## config.mk

```make
export PLATFORM = sky130hd
export DESIGN_NAME = regfile_sb
export DESIGN_NICKNAME = d
export VERILOG_FILES = /design/src/rtl/regfile_sb_pkg.sv /design/src/rtl/regfile_sb_scoreboard.sv /design/src/rtl/regfile_sb.sv
export SDC_FILE = /design/constraint.sdc
export NUM_CORES = 2
export LEC_CHECK = 0
export ABC_AREA = 1
export CAP_MARGIN = 20
export CORE_ASPECT_RATIO = 0.8
export CORE_MARGIN = 2
export CORE_UTILIZATION = 29
export CTS_BUF_LIST = sky130_fd_sc_hd__clkbuf_2 sky130_fd_sc_hd__clkbuf_4 sky130_fd_sc_hd__clkbuf_8
export DETAILED_ROUTE_END_ITERATION = 6
export GPL_ROUTABILITY_DRIVEN = 0
export MAX_ROUTING_LAYER = met4
export PLACE_DENSITY = 0.42
export RECOVER_POWER = 100
export SKIP_CTS_REPAIR_TIMING = 1
export SLEW_MARGIN = 20
export SYNTH_ARGS = -nofsm -noshare
export SYNTH_HDL_FRONTEND = slang
export SYNTH_SLANG_ARGS = --single-unit
```

## constraint.sdc

```tcl
create_clock -name clk -period 5.7 [get_ports clk]
set_input_delay 1.425 -clock clk [delete_from_list [all_inputs] [get_ports clk]]
set_output_delay 1.425 -clock clk [all_outputs]
set_load 0.02 [all_outputs]
```

## src/rtl/regfile_sb_pkg.sv

```systemverilog
// Default widths and port counts shared by the scoreboarded register file and its scoreboard.
package regfile_sb_pkg;
   localparam int RF_DATA_WIDTH = 32;
   localparam int RF_ADDR_WIDTH = 5;
   localparam int RF_CNT_WIDTH  = 2;
   localparam int RF_NUM_RD     = 2;
   localparam int RF_NUM_WR     = 2;
endpackage

```

## src/rtl/regfile_sb_scoreboard.sv

```systemverilog
// Pending-write scoreboard: per-register claim counters, issue stall and read hazard flags.
// Counters update on posedge; iss_ready and rd_busy are combinational, sb_err is sticky until reset.
module rf_scoreboard
   import regfile_sb_pkg::*;
#(
   parameter int ADDR_WIDTH = RF_ADDR_WIDTH,
   parameter int NUM_RD     = RF_NUM_RD,
   parameter int NUM_WR     = RF_NUM_WR,
   parameter int CNT_WIDTH  = RF_CNT_WIDTH,
   parameter bit ZERO_REG   = 1'b1
) (
   input  logic                         clk,
   input  logic                         rst_n,
   input  logic [NUM_RD*ADDR_WIDTH-1:0] i_rd_addr,
   input  logic                         i_iss_valid,
   input  logic                         i_iss_we,
   input  logic [ADDR_WIDTH-1:0]        i_iss_rd,
   input  logic [NUM_WR-1:0]            i_q,
   input  logic [NUM_WR*ADDR_WIDTH-1:0] i_wb_addr,
   output logic                         o_iss_ready,
   output logic [NUM_RD-1:0]            o_rd_busy,
   output logic                         o_sb_err
);
   localparam int NUM_REGS = 2**ADDR_WIDTH;
   localparam int RW       = CNT_WIDTH + 1;

   logic [CNT_WIDTH-1:0] r_cnt [NUM_REGS];
   logic [NUM_REGS-1:0]  w_under;
   logic                 w_claim;
   logic                 r_err;

   // Number of qualified write ports retiring into register a this cycle.
   function automatic logic [RW-1:0] f_retire(input logic [NUM_WR-1:0]            q,
                                              input logic [NUM_WR*ADDR_WIDTH-1:0] wa,
                                              input logic [ADDR_WIDTH-1:0]        a);
      logic [RW-1:0] n;
      n = '0;
      for (int w = 0; w < NUM_WR; w++)
         if (q[w] && wa[w*ADDR_WIDTH +: ADDR_WIDTH] == a) n = n + RW'(1);
      return n;
   endfunction

   assign o_iss_ready = !(i_iss_we && r_cnt[i_iss_rd] == {CNT_WIDTH{1'b1}});
   assign w_claim     = i_iss_valid && i_iss_we && o_iss_ready && !(ZERO_REG && i_iss_rd == '0);

   for (genvar r = 0; r < NUM_REGS; r++) begin : g_cnt
      logic [RW-1:0] w_ret;
      logic [RW-1:0] w_sum;
      assign w_ret      = f_retire(i_q, i_wb_addr, ADDR_WIDTH'(r));
      assign w_sum      = RW'(r_cnt[r]) + RW'(w_claim && i_iss_rd == ADDR_WIDTH'(r));
      assign w_under[r] = w_ret > RW'(r_cnt[r]);

      // An unmatched retire floors the counter at zero rather than wrapping.
      always_ff @(posedge clk or negedge rst_n) begin
         if (!rst_n)              r_cnt[r] <= '0;
         else if (w_ret > w_sum)  r_cnt[r] <= '0;
         else                     r_cnt[r] <= CNT_WIDTH'(w_sum - w_ret);
      end
   end

   always_ff @(posedge clk or negedge rst_n) begin
      if (!rst_n)          r_err <= 1'b0;
      else if (|w_under)   r_err <= 1'b1;
   end
   assign o_sb_err = r_err;

   // A register retiring this cycle is not busy: its value arrives through the bypass.
   for (genvar p = 0; p < NUM_RD; p++) begin : g_busy
      logic [ADDR_WIDTH-1:0] w_ra;
      assign w_ra         = i_rd_addr[p*ADDR_WIDTH +: ADDR_WIDTH];
      assign o_rd_busy[p] = !(ZERO_REG && w_ra == '0) &&
                            (RW'(r_cnt[w_ra]) > f_retire(i_q, i_wb_addr, w_ra));
   end
endmodule

```

## src/rtl/regfile_sb.sv

```systemverilog
// Multi-port register file with write-to-read bypass and pending-write scoreboard.
// Reads are zero-latency, writes land on posedge; issue stalls via iss_ready when a counter saturates.
module regfile_sb
   import regfile_sb_pkg::*;
#(
   parameter int DATA_WIDTH = RF_DATA_WIDTH,
   parameter int ADDR_WIDTH = RF_ADDR_WIDTH,
   parameter int NUM_RD     = RF_NUM_RD,
   parameter int NUM_WR     = RF_NUM_WR,
   parameter int CNT_WIDTH  = RF_CNT_WIDTH,
   parameter bit ZERO_REG   = 1'b1,
   parameter bit BYPASS     = 1'b1
) (
   input  logic                         clk,
   input  logic                         rst_n,
   input  logic [NUM_RD*ADDR_WIDTH-1:0] rd_addr,
   output logic [NUM_RD*DATA_WIDTH-1:0] rd_data,
   output logic [NUM_RD-1:0]            rd_busy,
   input  logic                         iss_valid,
   input  logic                         iss_we,
   input  logic [ADDR_WIDTH-1:0]        iss_rd,
   output logic                         iss_ready,
   input  logic [NUM_WR-1:0]            wb_we,
   input  logic [NUM_WR-1:0]            wb_valid,
   input  logic [NUM_WR-1:0]            wb_ready_go,
   input  logic [NUM_WR*ADDR_WIDTH-1:0] wb_addr,
   input  logic [NUM_WR*DATA_WIDTH-1:0] wb_data,
   output logic                         allow_in_regfile,
   output logic                         sb_err
);
   localparam int NUM_REGS = 2**ADDR_WIDTH;

   logic [DATA_WIDTH-1:0] r_rf [NUM_REGS];
   logic [NUM_WR-1:0]     w_q;
   logic                  r_allow;

   for (genvar w = 0; w < NUM_WR; w++) begin : g_wq
      logic [ADDR_WIDTH-1:0] w_wa;
      assign w_wa   = wb_addr[w*ADDR_WIDTH +: ADDR_WIDTH];
      assign w_q[w] = wb_we[w] && wb_valid[w] && wb_ready_go[w] && !(ZERO_REG && w_wa == '0);
   end

   // Ports are applied in ascending order so the highest-index port wins a shared address.
   always_ff @(posedge clk or negedge rst_n) begin
      if (!rst_n) begin
         for (int r = 0; r < NUM_REGS; r++) r_rf[r] <= '0;
      end else begin
         for (int w = 0; w < NUM_WR; w++)
            if (w_q[w]) r_rf[wb_addr[w*ADDR_WIDTH +: ADDR_WIDTH]] <= wb_data[w*DATA_WIDTH +: DATA_WIDTH];
      end
   end

   always_ff @(posedge clk or negedge rst_n) begin
      if (!rst_n) r_allow <= 1'b0;
      else        r_allow <= 1'b1;
   end
   assign allow_in_regfile = r_allow;

   for (genvar p = 0; p < NUM_RD; p++) begin : g_rd
      logic [ADDR_WIDTH-1:0] w_ra;
      logic [DATA_WIDTH-1:0] w_val;
      assign w_ra = rd_addr[p*ADDR_WIDTH +: ADDR_WIDTH];
      always_comb begin
         w_val = r_rf[w_ra];
         if (BYPASS)
            for (int w = 0; w < NUM_WR; w++)
               if (w_q[w] && wb_addr[w*ADDR_WIDTH +: ADDR_WIDTH] == w_ra)
                  w_val = wb_data[w*DATA_WIDTH +: DATA_WIDTH];
         if (ZERO_REG && w_ra == '0) w_val = '0;
      end
      assign rd_data[p*DATA_WIDTH +: DATA_WIDTH] = w_val;
   end

   rf_scoreboard #(
      .ADDR_WIDTH (ADDR_WIDTH),
      .NUM_RD     (NUM_RD),
      .NUM_WR     (NUM_WR),
      .CNT_WIDTH  (CNT_WIDTH),
      .ZERO_REG   (ZERO_REG)
   ) u_sb (
      .clk         (clk),
      .rst_n       (rst_n),
      .i_rd_addr   (rd_addr),
      .i_iss_valid (iss_valid),
      .i_iss_we    (iss_we),
      .i_iss_rd    (iss_rd),
      .i_q         (w_q),
      .i_wb_addr   (wb_addr),
      .o_iss_ready (iss_ready),
      .o_rd_busy   (rd_busy),
      .o_sb_err    (sb_err)
   );
endmodule

```

# Yosys cells after proc, flatten, opt, wreduce, memory -nomap -nowiden

Cells that the tools add are included.

Memories: 0
Logic and storage cells: 595
Register bits after elaboration: 1,090
RAM bits: 0
Bits in latches: 0
Input bits: 99
Memory bits (read-only): 0

Add/sub/neg operators: 98
Div/mod/pow operators: 0
Shift-type cells: 0
Muxes and demuxes: 129
Bitwise gates (word level): 5
Order comparisons: 73
Reduce and logical (&&, ||, !) cells: 126
$mul: 0
Equality and inequality tests: 98

Operators with widths:

| kind                                                                  | count |
|---|---|
| 1024-bit bitwise mux                                                  | 2 |
| 1024-bit two-way mux                                                  | 2 |
| 32-bit two-way mux                                                    | 12 |
| 32-bit binary-select mux with 5-bit select                            | 2 |
| 32-bit demux with 5-bit select                                        | 2 |
| 5-bit equality test, second input constant                            | 48 |
| 2-bit two-way mux                                                     | 69 |
| 5-bit by 4-bit equality test with 1-bit output, second input constant | 24 |
| 1-bit logical AND                                                     | 114 |
| 2-bit by 3-bit greater-than comparator with 1-bit output              | 33 |
| 2-bit by 1-bit adder with 3-bit output                                | 32 |
| 1-bit by 1-bit adder with 2-bit output, second input constant         | 33 |
| 2-bit subtractor                                                      | 32 |
| 2-bit greater-than comparator                                         | 31 |
| 5-bit by 3-bit equality test with 1-bit output, second input constant | 12 |
| 1-bit two-way mux                                                     | 34 |
| 32-bit OR reduction                                                   | 1 |
| 2-bit binary-select mux with 5-bit select                             | 3 |
| 5-bit by 2-bit equality test with 1-bit output, second input constant | 6 |
| 6-bit greater-or-equal comparator, second input constant              | 5 |
| 5-bit inverter with 6-bit output                                      | 5 |
| 5-bit zero test                                                       | 5 |
| 5-bit equality test                                                   | 4 |
| 5-bit by 1-bit equality test with 1-bit output, second input constant | 3 |
| 7 further kinds                                                       | 15 |

# Depth between registers and ports, before layout

Depth after elaboration: 13
Mapped depth: 26
Depth with buffers taken out: 23

# Cells and area by module

From an unflattened synthesis, not the netlist that was laid out.

Cells, all modules: 12,254
Area total of the unflattened synthesis: 79,097.1 µm²

By module, submodules not included:

| module        | sequential area each (µm²) | instances | cells each | area an instance (µm²) |
|---|---|---|---|---|
| regfile_sb    | 25,649.6                   | 1         | 10,663     | 68,777.2 |
| rf_scoreboard | 1,626.6                    | 1         | 1,591      | 10,319.9 |

# Least setup slack after synthesis

No wires, ideal clock.

Kind: input to output
Start: input wb_addr[6]
End: output rd_busy[0]
Stages on the path: 15
Path slack: 0.465 ns
Data arrival time: 3.810 ns
Cells stage by stage: buf_2 -> nor2_4 -> nand2_1 -> nand2_2 -> inv_2 -> buf_4 -> buf_6 -> nand2_1 -> clkbuf_1 -> inv_1 -> ha_1 -> ha_1 -> inv_1 -> a21oi_1 -> a211oi_1

Word-level cells in the longest chain between the ends: 7
Elaborated cells between the ends (all ways): 8

RTL lines:

| item                                                         | line                        | text |
|---|---|---|
| from (decl)                                                  | regfile_sb.sv:26            | `input logic [NUM_WR*ADDR_WIDTH-1:0] wb_addr,` |
| 5-bit zero test                                              | regfile_sb.sv:40            | `assign w_q[w] = wb_we[w] && wb_valid[w] && wb_ready_go[w] && !(ZERO_REG && w_wa == '0);` |
| 1-bit zero test                                              | regfile_sb.sv:40            |  |
| 1-bit logical AND                                            | regfile_sb.sv:40            |  |
| 1-bit logical AND (*)                                        | regfile_sb_scoreboard.sv:39 | `if (q[w] && wa[w*ADDR_WIDTH +: ADDR_WIDTH] == a) n = n + RW'(1);` |
| 3-bit two-way mux (*)                                        | regfile_sb_scoreboard.sv:39 |  |
| 2-bit by 3-bit greater-than comparator with 1-bit output (*) | regfile_sb_scoreboard.sv:72 | `(RW'(r_cnt[w_ra]) > f_retire(i_q, i_wb_addr, w_ra));` |
| 1-bit logical AND (*)                                        | regfile_sb_scoreboard.sv:71 | `assign o_rd_busy[p] = !(ZERO_REG && w_ra == '0) &&` |
| to (decl)                                                    | regfile_sb.sv:18            | `output logic [NUM_RD-1:0] rd_busy,` |

Every way passes the cells marked *; elsewhere a longest branch is shown, timed or not.

# Worst setup path in the final report

Start: input wb_addr[9]
End: register r_rf[475] (netlist bit)

Word-level cells in the longest chain between the ends: 7
Elaborated cells between the ends (all ways): 11

RTL lines:

| item                                                                                                                     | line             | text |
|---|---|---|
| 5-bit inverter with 6-bit output (implied by the code)                                                                   | regfile_sb.sv:49 | `if (w_q[w]) r_rf[wb_addr[w*ADDR_WIDTH +: ADDR_WIDTH]] <= wb_data[w*DATA_WIDTH +: DATA_WIDTH];` |
| 6-bit greater-or-equal comparator (implied by the code) or 6-bit by 1-bit < comparator with 1-bit output (tied branches) | regfile_sb.sv:49 |  |
| 1-bit logical AND (implied by the code)                                                                                  | regfile_sb.sv:49 |  |
| 32-bit two-way mux (implied by the code)                                                                                 | regfile_sb.sv:49 |  |
| 32-bit demux with 5-bit select                                                                                           | regfile_sb.sv:49 |  |
| 1024-bit bitwise mux                                                                                                     | regfile_sb.sv:49 |  |
| 1024-bit two-way mux (*)                                                                                                 | regfile_sb.sv:49 |  |
| to (signal, indexed assignment)                                                                                          | regfile_sb.sv:49 |  |
| to (decl)                                                                                                                | regfile_sb.sv:33 | `logic [DATA_WIDTH-1:0] r_rf [NUM_REGS];` |

Marked as above.
A chain may end at the register's enable or synchronous reset.

==> flow_metrics.py <==
metrics = {
    "cts": {
        "path_clk_slew_ns": 0.06,
        "clk_path_buf_depth": 4,
        "cts_root_buf": "clkbuf_8",
        "clock_sinks": 1090,
        "cts_made_buffers": 218,
        "cts_tree": "done",
        "htreeDepth": 4,
        "clk_latency_ns": 1.03,
    },
    "status": {
        "status": "finished with violations",
        "violations": "DRC, capacitance limit, slew limit, setup timing",
    },
    "detailed_routing": {
        "dr_total_vias": 91757,
        "drtPass1Iterations": 7,
        "wirelength_mm": 525,
        "drc": 2,
        "vias_per_cell": 6.06,
        "drtAntennaViolNets": 0,
        "dr.first_iter.drc_count": 15579,
        "wl_per_cell_um": 34.7,
    },
    "setup_path": {
        "cp_max_fo": 31,
        "cp-end-kind": "register",
        "worstPathArrival_ns": 6.93,
        "crit_chain": "clkbuf_1 > buf_4 > inv_1 > nor2_1 > nand2_1 > nor2_1 > clkbuf_1 > inv_2 > buf_4 > o21ai_0 > a21oi_1 > a21oi_1",
        "slowest_delay_ns": 1.70,
        "worstPathRequired_ns": 6.62,
        "path_class": "input port to register",
        "worstSetupStartpointType": "input port",
        "critPathSlowestCell": "clkbuf_1",
    },
    "logic_synthesis": {
        "yosysWarnings": 0,
        "syn_area_per_cell_um2": 6.74,
        "synth_top_area_cell": "dfrtp_1",
        "synth_top_area_share_pct": 35.6,
        "netlist_instances": 11370,
        "yosysSeqAreaShare_pct": 35.6,
        "syn-cell-area_mm2": 0.0766,
        "ys_seq_elements": 1090,
        "synth_cell_types": 39,
        "synth_area_leaders": "dfrtp_1, o21ai_0, nand2_1",
    },
    "power": {
        "seq_power_share_pct": 39.0,
        "vdd_ir_drop_max_mv": 0.190,
        "power.share.switching_pct": 36.3,
        "p_leak_nw": 42.4,
        "combPwrFrac_pct": 25.0,
        "p_per_area_mw_per_mm2": 287,
        "switchingPower_w": 0.00936,
        "p_clk_share_pct": 36.0,
        "intPower_w": 0.0164,
        "power_w": 0.0258,
    },
    "sta": {
        "fin_crit_ns": 6.01,
        "finalHoldViolations": 0,
        "fin_crit_sh_pct": 105,
        "max_freq_mhz": 166,
        "worst_pin_slew_ns": 4.14,
        "slew_headroom_pct": -176,
        "whs_ns": 0.397,
        "worst_slack_ns": -0.311,
        "setup_viol": 68,
        "rsz0062_at_grt": "false",
        "finalMaxSlewViolations": 2392,
        "fin_worst_skew_ns": 0.0458,
    },
    "global_route": {
        "antenna_found_initial": 61,
        "grt_usage_pct": 39.1,
        "grt_max_degree": 135,
        "grt_pass1_vias": 82545,
        "grt_pass1_wl_mm": 709,
        "overflow": 0,
    },
    "cells_and_area": {
        "fillers": 28255,
        "drive_gt1_share_pct": 10.5,
        "final_common_cell": "nand2_1",
        "stdcell_area_mm2": 0.0899,
        "syn_to_final_growth_pct": 17.4,
        "fin_nets": 11758,
        "final_cell_mix": "nand2_1, o21ai_0, a21oi_1",
        "fin_util_pct": 34.3,
    },
    "job": {
        "drv_cap": 62,
    },
    "placement": {
        "dp.final_hpwl_mm": 335,
        "place_area_mm2": 0.0856,
        "numPortBuffers": 167,
    },
    "die": {
        "placementRows": 168,
        "core-area_mm2": 0.262,
        "initial_core_util_pct": 29.2,
        "dieHeight_um": 464,
        "die_w_um": 579,
        "ios": 168,
        "die_area_mm2": 0.268,
    },
    "worst_hold_path": {
        "hold_path.class": "register to register",
    },
}
==> per-stage QoR <==
stage / TNS, ns / std cells / setup slack [ns]
2_1_floorplan: 0 / 11372 / 0.465
3_3_place_gp: -1.16 / 14654 / -0.892
3_5_place_dp: -0.580 / 14655 / -0.366
4_1_cts: -0.630 / 15046 / -0.380
5_1_grt: 0 / 15112 / 0.00505
6_report: -9.17 / 15134 / -0.311
==> Yosys cell counts, drive strengths merged <==
library cell and number:
xor2 7, a31oi 29, o311ai 1, conb 2, buf 381, o22ai 271, nor3 15, a22oi 35
nand2 2114, nor4 2, nor2 887, or2 1, a221oi 40, clkbuf 679, nand3 813, o21ai 1849
nand4 14, clkinv 13, a211oi 110, a21oi 1402, ha 262, nor3b 1, o211ai 247, dfrtp 1090
o221ai 17, inv 1049, xnor2 39
==> path summary, 6_finish.rpt <==
path / depth (start not counted) / from / end / slack, ns
setup / recovery: 12 / wb_addr[9] / r_rf[475] / -0.31
hold / removal: 0 / r_rf[1006] / r_rf[1006] / 0.40
setup reg to reg: 23 / u_sb.r_cnt[7] / u_sb.r_cnt[25] / 1.90
hold reg to reg: 0 / r_rf[1006] / r_rf[1006] / 0.40
max in group asynchronous: 2 / rst_n / r_rf[678] / 0.52
min in group asynchronous: 1 / rst_n / r_rf[127] / 1.44
==> per-layer routing <==
metal | vias to the layer above | part of all wire [%] | global-route usage (%)
met4 | 0 | 8.2 | 27.0
li1 | 38491 | - | -
met3 | 1811 | 14 | 13.8
met5 | - | 0 | -
met1 | 44259 | 39 | 49.7
met2 | 7196 | 39 | 50.9
==> critical path: cells and delay by family <==
kind | cells | cell delay, ns
AND/OR/NAND/NOR | 3 | 1.53
AO/OA/AOI/OAI | 3 | 0.40
buffers and inverters | 6 | 3.46
==> kinds of logic after synthesis <==
logic type                 count (synthesis)  synth area share, %
AOI/OAI and AO/OA                       4001                 28.2
and+or+nand+nor                         3847                 20.5
buffers and inverters                   2122                 10.9
DFF                                     1090                 35.6
adders and majority gates                262                 4.28
xor gates and xnor gates                  46                0.526
other                                      2              0.00981
==> final cells by class <==
class                           count  area (um2)  area share, %
Clock buffer                      374        4550           5.06
Inverter                         1062        4020           4.47
Antenna cell                       81         203          0.225
Tap cell                         3485        4360           4.85
Sequential cell                  1090       27300           30.3
Clock inverter                     17         145          0.161
Timing Repair Buffer              865        8230           9.15
Multi-Input combinational cell   8160       41200           45.8
==> power groups by stage <==
| stage | Sequential (W) | Combinational, W | Clock, W |
|---|---|---|---|
| final | 0.0101 | 0.00646 | 0.00928 |
| after CTS | 0.00999 | 0.00630 | 0.00932 |
| after detailed placement | 0.0101 | 0.00627 | 0 |
| after floorplan | 0.00983 | 0.00385 | 0 |
| after global routing | 0.0102 | 0.00703 | 0.00963 |
| after global placement | 0.0101 | 0.00618 | 0 |
==> registers in the layout (all words and copies together), names as in the netlist <==
signal and count:
allow_in_regfile 1, u_sb.o_sb_err 1, r_rf 1024, u_sb.r_cnt 64
(Power assumes the default switching activity.)
